File: config.mk
export PLATFORM = sky130hd
export DESIGN_NAME = verificar_senha_flat
export DESIGN_NICKNAME = d
export VERILOG_FILES = /design/src/rtl/verificar_senha_if.sv /design/src/rtl/verificar_senha.sv /design/src/flat_wrapper.sv
export SDC_FILE = /design/constraint.sdc
export NUM_CORES = 1
export LEC_CHECK = 0
export ABC_AREA = 1
export BUFFER_PORTS_ARGS = -buffer_cell sky130_fd_sc_hd__buf_2
export CORE_MARGIN = 2
export CORE_UTILIZATION = 40
export DETAILED_ROUTE_END_ITERATION = 12
export PLACE_DENSITY = 0.66
export SLEW_MARGIN = 15
export SYNTH_ARGS = -nofsm -noshare
export SYNTH_HDL_FRONTEND = slang
export SYNTH_SLANG_ARGS = --single-unit
File: constraint.sdc
create_clock -name clk -period 3.3 [get_ports clk]
set_input_delay 0.66 -clock clk [delete_from_list [all_inputs] [get_ports clk]]
set_output_delay 0.66 -clock clk [all_outputs]
set_load 0.01 [all_outputs]
File: src/rtl/verificar_senha_if.sv
// Keypad-to-verifier bundle: the one-cycle PIN packet in, lock/status outputs back.
interface verificar_senha_if #(
   parameter int MAX_ATTEMPTS = 3
);

   // digit1 is the newest key pressed, digit4 the oldest; 4'hE marks a blank position
   typedef struct packed {
      logic       status;
      logic [3:0] digit4;
      logic [3:0] digit3;
      logic [3:0] digit2;
      logic [3:0] digit1;
   } pinPac_t;

   pinPac_t                             pin_in;
   logic                                unlock;
   logic                                lockout;
   logic                                ok_pulse;
   logic                                fail_pulse;
   logic                                admin_mode;
   logic [$clog2(MAX_ATTEMPTS+1)-1:0]   attempts_left;

   modport master (
      output pin_in,
      input  unlock, lockout, ok_pulse, fail_pulse, admin_mode, attempts_left
   );

   modport slave (
      input  pin_in,
      output unlock, lockout, ok_pulse, fail_pulse, admin_mode, attempts_left
   );

endinterface

File: src/rtl/verificar_senha.sv
// PIN verifier: compares submitted PIN, drives unlock, counts failures, times lockout.
// Define PIN_CHANGE_EN to compile in the administrator (PIN change) mode.
module verificar_senha #(
   parameter logic [15:0] USER_PIN_RST         = 16'h1234,
   parameter logic [15:0] MASTER_PIN           = 16'h9999,
   parameter int          MAX_ATTEMPTS         = 3,
   parameter int          UNLOCK_CYCLES        = 100,
   parameter int          LOCKOUT_CYCLES       = 200,
   parameter int          ADMIN_TIMEOUT_CYCLES = 300
) (
   input logic               clk,
   input logic               rst,
   verificar_senha_if.slave  bus
);

   localparam int ATT_W   = $clog2(MAX_ATTEMPTS+1);
   localparam int MAX_A   = (UNLOCK_CYCLES > LOCKOUT_CYCLES) ? UNLOCK_CYCLES : LOCKOUT_CYCLES;
   localparam int MAX_CYC = (MAX_A > ADMIN_TIMEOUT_CYCLES) ? MAX_A : ADMIN_TIMEOUT_CYCLES;
   localparam int CNT_W   = (MAX_CYC > 1) ? $clog2(MAX_CYC) : 1;

   localparam logic [CNT_W-1:0] LOAD_UNLOCK  = CNT_W'(UNLOCK_CYCLES - 1);
   localparam logic [CNT_W-1:0] LOAD_LOCKOUT = CNT_W'(LOCKOUT_CYCLES - 1);
   localparam logic [CNT_W-1:0] LOAD_ADMIN   = CNT_W'(ADMIN_TIMEOUT_CYCLES - 1);
   localparam logic [ATT_W-1:0] ATT_MAX      = ATT_W'(MAX_ATTEMPTS);

`ifdef PIN_CHANGE_EN
   localparam bit ADMIN_EN = 1'b1;
`else
   localparam bit ADMIN_EN = 1'b0;
`endif

   typedef enum logic [1:0] {
      LOCKED  = 2'd0,
      OPEN    = 2'd1,
      BLOCKED = 2'd2,
      ADMIN   = 2'd3
   } state_t;

   state_t           state_q, state_d;
   logic [CNT_W-1:0] cnt_q, cnt_d;
   logic [ATT_W-1:0] att_q, att_d;
   logic             ok_q, ok_d;
   logic             fail_q, fail_d;
   logic             unlock_q, lockout_q;
   logic [15:0]      candidate;
   logic [15:0]      user_pin;
   logic             well_formed;
   logic             user_hit;
   logic             master_hit;

   assign candidate   = {bus.pin_in.digit4, bus.pin_in.digit3,
                         bus.pin_in.digit2, bus.pin_in.digit1};
   assign well_formed = (bus.pin_in.digit4 <= 4'd9) && (bus.pin_in.digit3 <= 4'd9) &&
                        (bus.pin_in.digit2 <= 4'd9) && (bus.pin_in.digit1 <= 4'd9);
   assign user_hit    = well_formed && (candidate == user_pin);
   assign master_hit  = well_formed && (candidate == MASTER_PIN);

`ifdef PIN_CHANGE_EN
   logic [15:0] user_pin_q, user_pin_d;
   logic        admin_q;

   // The changed PIN lives only until the next reset
   always_ff @(posedge clk or posedge rst) begin
      if (rst) begin
         user_pin_q <= USER_PIN_RST;
         admin_q    <= 1'b0;
      end else begin
         user_pin_q <= user_pin_d;
         admin_q    <= (state_d == ADMIN);
      end
   end

   assign user_pin       = user_pin_q;
   assign bus.admin_mode = admin_q;
`else
   assign user_pin       = USER_PIN_RST;
   assign bus.admin_mode = 1'b0;
`endif

   always_ff @(posedge clk or posedge rst) begin
      if (rst) begin
         state_q   <= LOCKED;
         cnt_q     <= '0;
         att_q     <= ATT_MAX;
         ok_q      <= 1'b0;
         fail_q    <= 1'b0;
         unlock_q  <= 1'b0;
         lockout_q <= 1'b0;
      end else begin
         state_q   <= state_d;
         cnt_q     <= cnt_d;
         att_q     <= att_d;
         ok_q      <= ok_d;
         fail_q    <= fail_d;
         unlock_q  <= (state_d == OPEN);
         lockout_q <= (state_d == BLOCKED);
      end
   end

   // Each timed state is entered with its length minus one and leaves on the cycle the count is zero
   always_comb begin
      state_d = state_q;
      cnt_d   = cnt_q;
      att_d   = att_q;
      ok_d    = 1'b0;
      fail_d  = 1'b0;
`ifdef PIN_CHANGE_EN
      user_pin_d = user_pin_q;
`endif
      case (state_q)
         LOCKED: begin
            if (bus.pin_in.status) begin
               if (ADMIN_EN && master_hit) begin
                  state_d = ADMIN;
                  cnt_d   = LOAD_ADMIN;
                  ok_d    = 1'b1;
                  att_d   = ATT_MAX;
               end else if (user_hit) begin
                  state_d = OPEN;
                  cnt_d   = LOAD_UNLOCK;
                  ok_d    = 1'b1;
                  att_d   = ATT_MAX;
               end else begin
                  fail_d = 1'b1;
                  att_d  = att_q - 1'b1;
                  if (att_q == ATT_W'(1)) begin
                     state_d = BLOCKED;
                     cnt_d   = LOAD_LOCKOUT;
                  end
               end
            end
         end
         OPEN: begin
            if (bus.pin_in.status || (cnt_q == '0)) begin
               state_d = LOCKED;
               cnt_d   = '0;
            end else begin
               cnt_d = cnt_q - 1'b1;
            end
         end
         BLOCKED: begin
            if (cnt_q == '0) begin
               state_d = LOCKED;
               att_d   = ATT_MAX;
            end else begin
               cnt_d = cnt_q - 1'b1;
            end
         end
`ifdef PIN_CHANGE_EN
         ADMIN: begin
            if (bus.pin_in.status) begin
               state_d = LOCKED;
               cnt_d   = '0;
               if (well_formed) begin
                  user_pin_d = candidate;
                  ok_d       = 1'b1;
               end else begin
                  fail_d = 1'b1;
               end
            end else if (cnt_q == '0) begin
               state_d = LOCKED;
            end else begin
               cnt_d = cnt_q - 1'b1;
            end
         end
`endif
         default: begin
            state_d = LOCKED;
            cnt_d   = '0;
         end
      endcase
   end

   assign bus.unlock        = unlock_q;
   assign bus.lockout       = lockout_q;
   assign bus.ok_pulse      = ok_q;
   assign bus.fail_pulse    = fail_q;
   assign bus.attempts_left = att_q;

endmodule

File: src/flat_wrapper.sv
// flat-port wrapper written by rule: the top's interface ports become plain ports
module verificar_senha_flat 
#(
   parameter logic [15:0] USER_PIN_RST         = 16'h1234,
   parameter logic [15:0] MASTER_PIN           = 16'h9999,
   parameter int          MAX_ATTEMPTS         = 3,
   parameter int          UNLOCK_CYCLES        = 100,
   parameter int          LOCKOUT_CYCLES       = 200,
   parameter int          ADMIN_TIMEOUT_CYCLES = 300
)
  (clk, rst, bus_pin_in, bus_unlock, bus_lockout, bus_ok_pulse, bus_fail_pulse, bus_admin_mode, bus_attempts_left);
  verificar_senha_if #(.MAX_ATTEMPTS(MAX_ATTEMPTS)) bus_i ();
  input logic clk;
  input logic rst;
  input wire logic [$bits(bus_i.pin_in)-1:0] bus_pin_in;
  output wire logic [$bits(bus_i.unlock)-1:0] bus_unlock;
  output wire logic [$bits(bus_i.lockout)-1:0] bus_lockout;
  output wire logic [$bits(bus_i.ok_pulse)-1:0] bus_ok_pulse;
  output wire logic [$bits(bus_i.fail_pulse)-1:0] bus_fail_pulse;
  output wire logic [$bits(bus_i.admin_mode)-1:0] bus_admin_mode;
  output wire logic [$bits(bus_i.attempts_left)-1:0] bus_attempts_left;
  assign bus_i.pin_in = bus_pin_in;
  assign bus_unlock = bus_i.unlock;
  assign bus_lockout = bus_i.lockout;
  assign bus_ok_pulse = bus_i.ok_pulse;
  assign bus_fail_pulse = bus_i.fail_pulse;
  assign bus_admin_mode = bus_i.admin_mode;
  assign bus_attempts_left = bus_i.attempts_left;
  verificar_senha #(.USER_PIN_RST(USER_PIN_RST), .MASTER_PIN(MASTER_PIN), .MAX_ATTEMPTS(MAX_ATTEMPTS), .UNLOCK_CYCLES(UNLOCK_CYCLES), .LOCKOUT_CYCLES(LOCKOUT_CYCLES), .ADMIN_TIMEOUT_CYCLES(ADMIN_TIMEOUT_CYCLES)) u_core (.clk(clk), .rst(rst), .bus(bus_i));
endmodule
==> run_results.csv, run 1 <==
group,metric,value,unit
die,core-area,2710,um^2
detailed_routing,drc_errors,0,
yosys,synth_area,1130,um^2
placed_design,port_buffers,24,
clock_network,ctsHoldBuffers,0,
finish,fin_nets,214,
clock_network,cts_made_buffers,3,
worst_hold_path,hold_path_class,"primary input to asynchronous set/reset pin",
global_routing,grt_usage,16.2,%
setup_path,cp_top_family,"flip-flops",
setup_path,r2r_start,"u_core.cnt_q[0]",
power,cellLeakagePower,0.767,nW
setup_path,slowest_delay,0.56,ns
timing,min_period,1.64,ns
die,die_w,57.1,um
detailed_routing,routed_wl,2.38,mm
setup_path,crit_chain,"buf_2",
setup_path,crit_type,"flop to output port",
global_routing,grt_max_degree,18,
timing,fin_worst_skew,0.00258,ns
yosys,ys_ff_latch,17,
global_routing,antenna_found_initial,0,
yosys,yosys_warnings,0,
timing,final.setup.tns,0,ns
setup_path,cp_num_cells,1,
clock_network,clockRootBuffer,"clkbuf_4",
clock_network,path_clk_slew,0.10,ns
clock_network,cts.sinks,17,
die,die_h,57.1,um
detailed_routing,dr.pass1.iters,4,
timing,rsz0062_at_grt,"no",
die,start_util,41.6,%
setup_path,end_kind,"output port",
setup_path,timing.rr.end,"u_core.cnt_q[3]",
job,maxCapViolCount,0,
setup_path,cp-start-kind,"flop",
timing,fmax,608,MHz
setup_path,required,2.64,ns
placed_design,dp_hpwl,1.93,mm
timing,maxSlewViolCount,0,
global_routing,grt_pass1_vias,1014,
die,die_area,3260,um^2
setup_path,worstRegToRegCells,11,
timing,post-route-period-util,49.8,%
finish,synthToLayoutAreaGrowth,15.8,%
setup_path,path_max_fanout,3,
clock_network,cts_resized,0,
finish,stdcell_count,222,
yosys,synth_cell_types,23,
detailed_routing,vias,1054,
die,rows,19,
setup_path,ff2ff_setup_slack,1.72,ns
timing,slew_headroom,56.6,%
power,vdd_drop_max,0.412,mV
setup_path,crit_slowest_cell,"dfstp_2",
setup_path,worst-path-buf-inv,1,
yosys,postSynthAreaPerCell,6.87,um^2
global_routing,grt_pass1_wl,4.18,mm
finish,drive_gt1_share,25.1,%
yosys,synth_cells,164,
die,pin_count,26,
power,cellPowerDensity,834,nW/um^2
placed_design,dp_cells,218,
clock_network,clk_path_buf_depth,2,
run_status,status,"finished clean",
detailed_routing,wl_per_cell,10.7,um
timing,hold_violations,0,
placed_design,gp_congestion,0.782,
clock_network,htree_levels,1,
clock_network,cts_setup_buffers,0,
detailed_routing,ant_nets,0,
setup_path,cp.arrival,0.98,ns
clock_network,tritoncts,"built",
clock_network,clk_latency,0.30,ns
timing,finalSetupViolCount,0,
detailed_routing,viasPerCell,4.75,
global_routing,grt_overflow,0,
timing,tightest_slew,0.650,ns
yosys,synth_fp_nets,186,
detailed_routing,drtIter0Drc,16,
finish,diodes,0,
yosys,ys_seq_area_share,38.0,%
-- area by class of cell --
cell class / count / area (um^2)
Fill cell: 280 / 1410
Multi-Input combinational cell: 125 / 612
Sequential cell: 17 / 428
Timing Repair Buffer: 24 / 120
Inverter: 21 / 78.8
Tap cell: 31 / 38.8
Clock buffer: 4 / 26.3
-- through the flow --
stage	utilization, %	instance area [um^2]	setup slack, ns	total power, mW	hold slack [ns]
4_1_cts	48.1	1300	1.64	1.10	0.457
3_5_place_dp	47.1	1280	1.51	0.980	0.509
3_3_place_gp	47.1	1280	1.56	0.962	0.501
2_1_floorplan	-	1130	1.77	0.834	0.464
6_report	48.1	1300	1.66	1.09	0.434
5_1_grt	48.1	1300	1.59	1.20	0.487
-- kinds of logic (layout without fill, tap and decap cells) --
| kind of cell | count (synthesis) | in the layout | synth area share (%) |
|---|---|---|---|
| fa+ha+maj | 3 | 3 | 3.33 |
| xor+xnor | 1 | 1 | 0.778 |
| other cells | 1 | 1 | 0.333 |
| compound gates | 7 | 7 | 4.11 |
| simple gates | 113 | 113 | 45.8 |
| flops | 17 | 17 | 38.0 |
| buf+inv | 22 | 49 | 7.67 |
-- worst max-delay path by stage --
stage,from,end,slack [ns]
after CTS,u_core.bus.attempts_left[0],bus_attempts_left[0],1.64
after detailed placement,bus_pin_in[11],u_core.cnt_q[0],1.51
after global routing,u_core.cnt_q[0],u_core.cnt_q[8],1.59
after floorplan,bus_pin_in[11],u_core.cnt_q[2],1.77
after global placement,bus_pin_in[11],u_core.cnt_q[1],1.56
final,u_core.bus.attempts_left[0],bus_attempts_left[0],1.66
-- Yosys cell counts (all sizes together) --
cell type / n / area (um^2)
ha: 3 / 37.5
a21oi: 2 / 21.3
xor2: 1 / 8.76
o21ai: 5 / 25.0
nand4: 3 / 18.8
dfrtp: 15 / 375
nor2: 28 / 120
inv: 21 / 78.8
dfstp: 2 / 52.6
conb: 1 / 3.75
nand3b: 4 / 42.5
nor3: 2 / 15.0
nand2: 67 / 264
buf: 1 / 7.51
nand3: 9 / 55.1
-- power by group --
group | switching, mW | internal, mW | total [mW] | leakage [nW]
logic | 0.384 | 0.219 | 0.603 | 0.542
clock network | 0.0666 | 0.0471 | 0.114 | 0.0150
registers | 0.0749 | 0.296 | 0.371 | 0.211
total | 0.526 | 0.562 | 1.09 | 0.767
-- routing by layer --
| layer | routed length (um) | track usage, % |
|---|---|---|
| met1 | 1130 | 20.4 |
| met2 | 1130 | 27.9 |
| met5 | 0 | 0 |
| met4 | 50 | 6.98 |
| met3 | 71 | 2.04 |
-- state kept, by name, indices dropped and copies added, names as in the netlist --
| name | flops |
|---|---|
| u_core.bus.ok_pulse | 1 |
| u_core.bus.lockout | 1 |
| u_core.bus.unlock | 1 |
| u_core.bus.attempts_left | 2 |
| u_core.cnt_q | 9 |
| u_core.bus.fail_pulse | 1 |
| u_core.state_q | 2 |
-- layout by cell type (no fill, tap or decap) --
cell / synthesis / layout
nor2_2: 3 / 3
conb_1: 1 / 1
inv_1: 16 / 16
o21ai_0: 5 / 5
nand2_1: 62 / 62
buf_2: 0 / 24
clkbuf_4: 0 / 3
nor2_1: 24 / 24
a21oi_1: 1 / 1
nand3_2: 2 / 2
nand2_2: 5 / 5
ha_1: 3 / 3
nand3_1: 7 / 7
nand4_1: 3 / 3
inv_2: 5 / 5
nand3b_4: 1 / 1
xor2_1: 1 / 1
nor2_4: 1 / 1
dfstp_2: 2 / 2
dfrtp_1: 15 / 15
a21oi_4: 1 / 1
nand3b_1: 3 / 3
nor3_1: 1 / 1
nor3_2: 1 / 1
clkbuf_1: 0 / 1
Power figures use the tool's default switching activity.
==> run 2: changes to the inputs <==
Settings changed: ABC_AREA 1 to 0, PLACE_DENSITY 0.66 to 0.69.
Clock period 3.3 ns to 1.4 ns, I/O delays scaled along.
==> run_results.csv, run 2 <==
group,metric,value,unit
timing,fin_worst_skew,0.00162,ns
setup_path,required,1.60,ns
timing,slew_headroom,59.3,%
clock_network,clk_path_buf_depth,2,
clock_network,clockRootBuffer,"clkbuf_4",
setup_path,crit_type,"flop to flop",
yosys,yosys_warnings,0,
clock_network,clk_latency,0.30,ns
timing,finalSetupViolCount,15,
global_routing,grt_overflow,0,
yosys,synth_fp_nets,136,
yosys,synth_area_leaders,"dfrtp_1 (36%), nor2_1 (5.4%), dfstp_2 (5.0%), a21oi_1 (4.3%), ha_1 (3.6%)",
setup_path,crit_slowest_cell,"or4b_4",
clock_network,htree_levels,1,
yosys,synth_area,1050,um^2
clock_network,tritoncts,"built",
setup_path,cp_top_family,"simple AND/OR/NAND/NOR gates",
power,power,2.78,mW
detailed_routing,vias,1141,
setup_path,r2r_start,"u_core.cnt_q[0]",
timing,min_period,1.96,ns
job,maxCapViolCount,0,
power,vdd_drop_max,1.41,mV
global_routing,grt_pass1_wl,5.31,mm
yosys,synth_top_area_share,35.7,%
global_routing,grt_pass1_vias,1195,
placed_design,dp_hpwl,2.16,mm
clock_network,cts_made_buffers,3,
die,die_area,3060,um^2
worst_hold_path,hold_path_class,"primary input to flop",
die,die_w,55.3,um
finish,multi_input_area,656,um^2
yosys,ys_seq_area_share,40.7,%
finish,utilization,64.9,%
detailed_routing,routed_wl,3.13,mm
setup_path,worst-path-buf-inv,1,
setup_path,slowest_delay,0.51,ns
yosys,synth_simple_gate_area_share,22.4,%
yosys,synthAdderAreaFrac,3.57,%
yosys,synthMuxAreaShare,1.07,%
setup_path,path_max_fanout,6,
global_routing,grt_max_degree,18,
placed_design,dp_cells,197,
detailed_routing,wl_per_cell,15.1,um
setup_path,end_kind,"flop",
yosys,async_flop_share,100,%
yosys,ys_ff_latch,17,
setup_path,cp.arrival,2.15,ns
finish,fin_nets,201,
yosys,synth_top_family_by_area,"compound AO/OA/AOI/OAI gates",
die,pin_count,26,
setup_path,startpoint,"u_core.cnt_q[0]",
finish,regMostFlops,"u_core.cnt_q",
timing,setup_ws,-0.556,ns
yosys,synth-compound-area-share,25.3,%
run_status,violations,"setup timing",
global_routing,grt_usage,21.9,%
setup_path,crit_chain,"inv_2, ha_4, or4b_4, o211ai_4, and2_4, o32ai_2, a22o_1",
die,rows,18,
timing,tightest_slew,0.608,ns
timing,fmax,511,MHz
placed_design,port_buffers,24,
die,die_h,55.3,um
clock_network,cts.sinks,17,
finish,largest_reg_flops,9,
yosys,synth_edf_count,0,
yosys,synth_flop_cell,"dfrtp_1",
setup_path,cp-start-kind,"flop",
yosys,netlist_top_cells_count,"dfrtp_1 (15), nor2_1 (15), a21oi_1 (9), nand2_1 (9), inv_1 (8)",
placed_design,gp_congestion,0.939,
timing,hold_violations,0,
finish,stdcell_count,208,
timing,rsz0062_at_grt,"yes",
finish,final_common_cell,"buf_4",
finish,diodes,0,
yosys,postSynthAreaPerCell,9.23,um^2
detailed_routing,ant_nets,0,
power,cellPowerDensity,1730,nW/um^2
worst_hold_path,min_from,"bus_pin_in[16]",
run_status,status,"finished, violations left",
finish,mostFrequentLayoutCells,"buf_4 (37), buf_2 (24), dfrtp_1 (15)",
yosys,synth_cells,114,
timing,maxSlewViolCount,0,
finish,drive_gt1_share,52.8,%
yosys,synth_cell_types,44,
clock_network,path_clk_slew,0.10,ns
setup_path,ff2ff_setup_slack,-0.56,ns
die,start_util,42.5,%
detailed_routing,drc_errors,0,
timing,post-route-period-util,140,%
finish,layout.area.seq,428,um^2
detailed_routing,drtIter0Drc,16,
yosys,synthXorXnorAreaFrac,0,%
detailed_routing,dr.pass1.iters,4,
detailed_routing,viasPerCell,5.49,
die,core-area,2480,um^2
finish,synthToLayoutAreaGrowth,52.8,%
global_routing,antenna_found_initial,0,
power,cellLeakagePower,0.742,nW
yosys,yosysTopAreaCell,"dfrtp_1",
finish,nFillCells,206,
-- run 2: final timing paths --
path | depth (start not counted) | endpoint
max | 7 | u_core.cnt_q[5]
min | 4 | u_core.bus.ok_pulse
max reg2reg | 7 | u_core.cnt_q[5]
min reg2reg | 2 | u_core.cnt_q[0]
max in group asynchronous | 4 | u_core.bus.attempts_left[0]
min in group asynchronous | 4 | u_core.cnt_q[6]
-- run 2: metal layers --
layer	share of wire [%]	vias up	wire, um	global-route usage, %
met4	4.6	0	144	15.0
met3	2.8	16	89	1.87
met1	40	546	1250	24.9
met5	0	-	0	0
met2	53	31	1650	38.6
li1	-	548	-	-
-- run 2: report_power, final --
group / switching [mW] / internal (mW)
registers: 0.0946 / 0.684
logic: 0.845 / 0.877
clock network: 0.167 / 0.111
total: 1.11 / 1.67
-- run 2: through the flow --
| stage | hold WS, ns | setup WS [ns] | TNS [ns] | cell area [um^2] |
|---|---|---|---|---|
| after floorplan | 0.205 | -0.467 | -5.11 | 1060 |
| after global placement | 0.305 | -0.485 | -6.11 | 1430 |
| after detailed placement | 0.307 | -0.546 | -6.67 | 1430 |
| after CTS | 0.348 | -0.522 | -6.69 | 1560 |
| after global routing | 0.364 | -0.625 | -8.13 | 1610 |
| final | 0.365 | -0.556 | -6.96 | 1610 |
-- run 2: what timing repair did --
| item | 4_1_cts | 5_1_grt |
|---|---|---|
| setup buffers | 4 | 1 |
| gates cloned | 1 | 0 |
| endpoints found under the hold margin | 15 | 0 |
| hold buffers | 1 | 0 |
| pin swaps | 14 | 7 |
| endpoints found under the setup margin | 15 | 16 |
| gates resized for setup | 12 | 9 |
-- run 2: area by class of cell --
type | instances | share of cell area (%)
Inverter | 8 | 1.87
Sequential cell | 17 | 26.6
Clock buffer | 4 | 1.63
Timing Repair Buffer | 64 | 26.8
Tap cell | 30 | 2.33
Multi-Input combinational cell | 85 | 40.8
-- run 2: tightest hold or removal path: stages --
cell and delay (ns):
buf_2 0.13, buf_4 0.14, nand2_1 0.05, nor2_1 0.04
-- run 2: kinds of logic after synthesis --
| family | count (synthesis) |
|---|---|
| multiplexers | 1 |
| flip-flops | 17 |
| AO/OA/AOI/OAI | 34 |
| other | 1 |
| AND/OR/NAND/NOR | 45 |
| adder cells (fa/ha/maj) | 3 |
| buffers and inverters | 13 |
==> run 3: changes to the inputs <==
Clock period 1.4 ns to 1.73 ns, I/O delays scaled along.
==> run_results.csv, run 3 (synthesis gave the netlist of run 2 again) <==
group,metric,value,unit
setup_path,cp.arrival,2.14,ns
detailed_routing,dr.pass1.iters,4,
clock_network,htree_levels,1,
power,cellLeakagePower,0.706,nW
timing,rsz0062_at_grt,"yes",
detailed_routing,drtIter0Drc,22,
clock_network,ctsHoldBuffers,0,
timing,fmax,514,MHz
setup_path,required,1.93,ns
clock_network,path_clk_slew,0.10,ns
setup_path,path_max_fanout,7,
clock_network,cts_made_buffers,3,
placed_design,dp_hpwl,1.94,mm
global_routing,grt_max_degree,18,
setup_path,cp-start-kind,"flop",
finish,largest_reg_flops,9,
finish,drive_gt1_share,48.5,%
timing,maxSlewViolCount,0,
die,pin_count,26,
detailed_routing,drc_errors,0,
finish,stdcell_area,1540,um^2
clock_network,clk_path_buf_depth,2,
setup_path,startpoint,"u_core.cnt_q[0]",
timing,slew_headroom,56.5,%
global_routing,grt_usage,19.4,%
timing,hold_violations,0,
clock_network,cts.sinks,17,
finish,diodes,0,
timing,min_period,1.95,ns
detailed_routing,routed_wl,2.78,mm
setup_path,r2r_start,"u_core.cnt_q[0]",
job,maxCapViolCount,0,
clock_network,clockRootBuffer,"clkbuf_4",
global_routing,grt_pass1_wl,4.69,mm
power,vdd_drop_max,1.16,mV
placed_design,dp_slack,-0.209,ns
detailed_routing,wl_per_cell,14.0,um
detailed_routing,vias,1069,
die,rows,18,
placed_design,gp_congestion,0.909,
global_routing,grt_pass1_vias,1061,
die,start_util,42.5,%
placed_design,port_buffers,24,
clock_network,tritoncts,"built",
timing,timing.hold.ws,0.107,ns
finish,final_common_cell,"buf_4",
timing,tightest_slew,0.647,ns
timing,setup_ws,-0.217,ns
die,die_h,55.3,um
die,core-area,2480,um^2
clock_network,clk_latency,0.30,ns
placed_design,place_area,1350,um^2
global_routing,antenna_found_initial,0,
detailed_routing,ant_nets,0,
finish,regMostFlops,"u_core.cnt_q",
finish,mostFrequentLayoutCells,"buf_4 (28), buf_2 (24), dfrtp_1 (15)",
timing,fin_worst_skew,0.00333,ns
die,die_w,55.3,um
placed_design,dp_cells,187,
run_status,violations,"setup timing",
setup_path,crit_type,"flop to flop",
finish,synthToLayoutAreaGrowth,46.3,%
finish,stdcell_count,199,
timing,post-route-period-util,113,%
run_status,status,"finished, violations left",
global_routing,grt_overflow,0,
power,cellPowerDensity,1430,nW/um^2
finish,fin_nets,192,
die,die_area,3060,um^2
timing,finalSetupViolCount,15,
detailed_routing,viasPerCell,5.37,
worst_hold_path,hold_path_class,"primary input to asynchronous set/reset pin",
setup_path,end_kind,"flop",
run 3: routing by layer:
metal	global-route usage, %	vias to the layer above	share of wire (%)
met5	0	-	0
met4	13.9	0	4.3
met3	1.87	10	3.9
met2	32.1	33	51
met1	23.5	502	41
li1	-	524	-
run 3: power by group:
part	internal [mW]	leakage [nW]	switching (mW)
clock	0.0900	0.0150	0.129
combinational	0.691	0.486	0.642
sequential	0.555	0.205	0.0961
run 3: cell type report:
type                    count  area, um^2
clock buffers               4        26.3
fillers                   204         938
inverters                   8        30.0
multi-input cells          84         642
flip-flops and latches     17         428
well taps                  30        37.5
repair buffers             56         375
run 3: path summary, 6_finish.rpt:
kind	cells after the start	end	slack, ns
setup / recovery	7	u_core.cnt_q[5]	-0.22
hold reg to reg	1	u_core.bus.attempts_left[1]	0.55
max in group asynchronous	2	u_core.cnt_q[6]	1.22
hold / removal	2	u_core.state_q[0]	0.11
setup reg to reg	7	u_core.cnt_q[5]	-0.22
min in group clk	3	u_core.bus.ok_pulse	0.31
run 3: what timing repair did:
item,CTS,global route
gates cloned,0,0
pin swaps,11,3
resized for setup,15,8
buffers inserted,7,1
endpoints found under the setup margin,13,15
run 3: critical path, cell delays in order, from the launching register on:
cell and delay [ns]:
dfrtp_1 0.40, inv_2 0.08, ha_4 0.12, or4b_4 0.52, o21ai_4 0.20, o211ai_4 0.14
buf_6 0.16, a22o_1 0.21
run 3: per-stage QoR:
step / power (mW) / utilization, % / setup TNS (ns)
2_1_floorplan: 1.28 / - / -0.765
4_1_cts: 2.10 / 60.2 / -2.00
3_3_place_gp: 1.68 / 54.6 / -1.50
6_report: 2.20 / 62.1 / -2.42
5_1_grt: 2.37 / 62.1 / -3.74
3_5_place_dp: 1.71 / 54.6 / -1.85
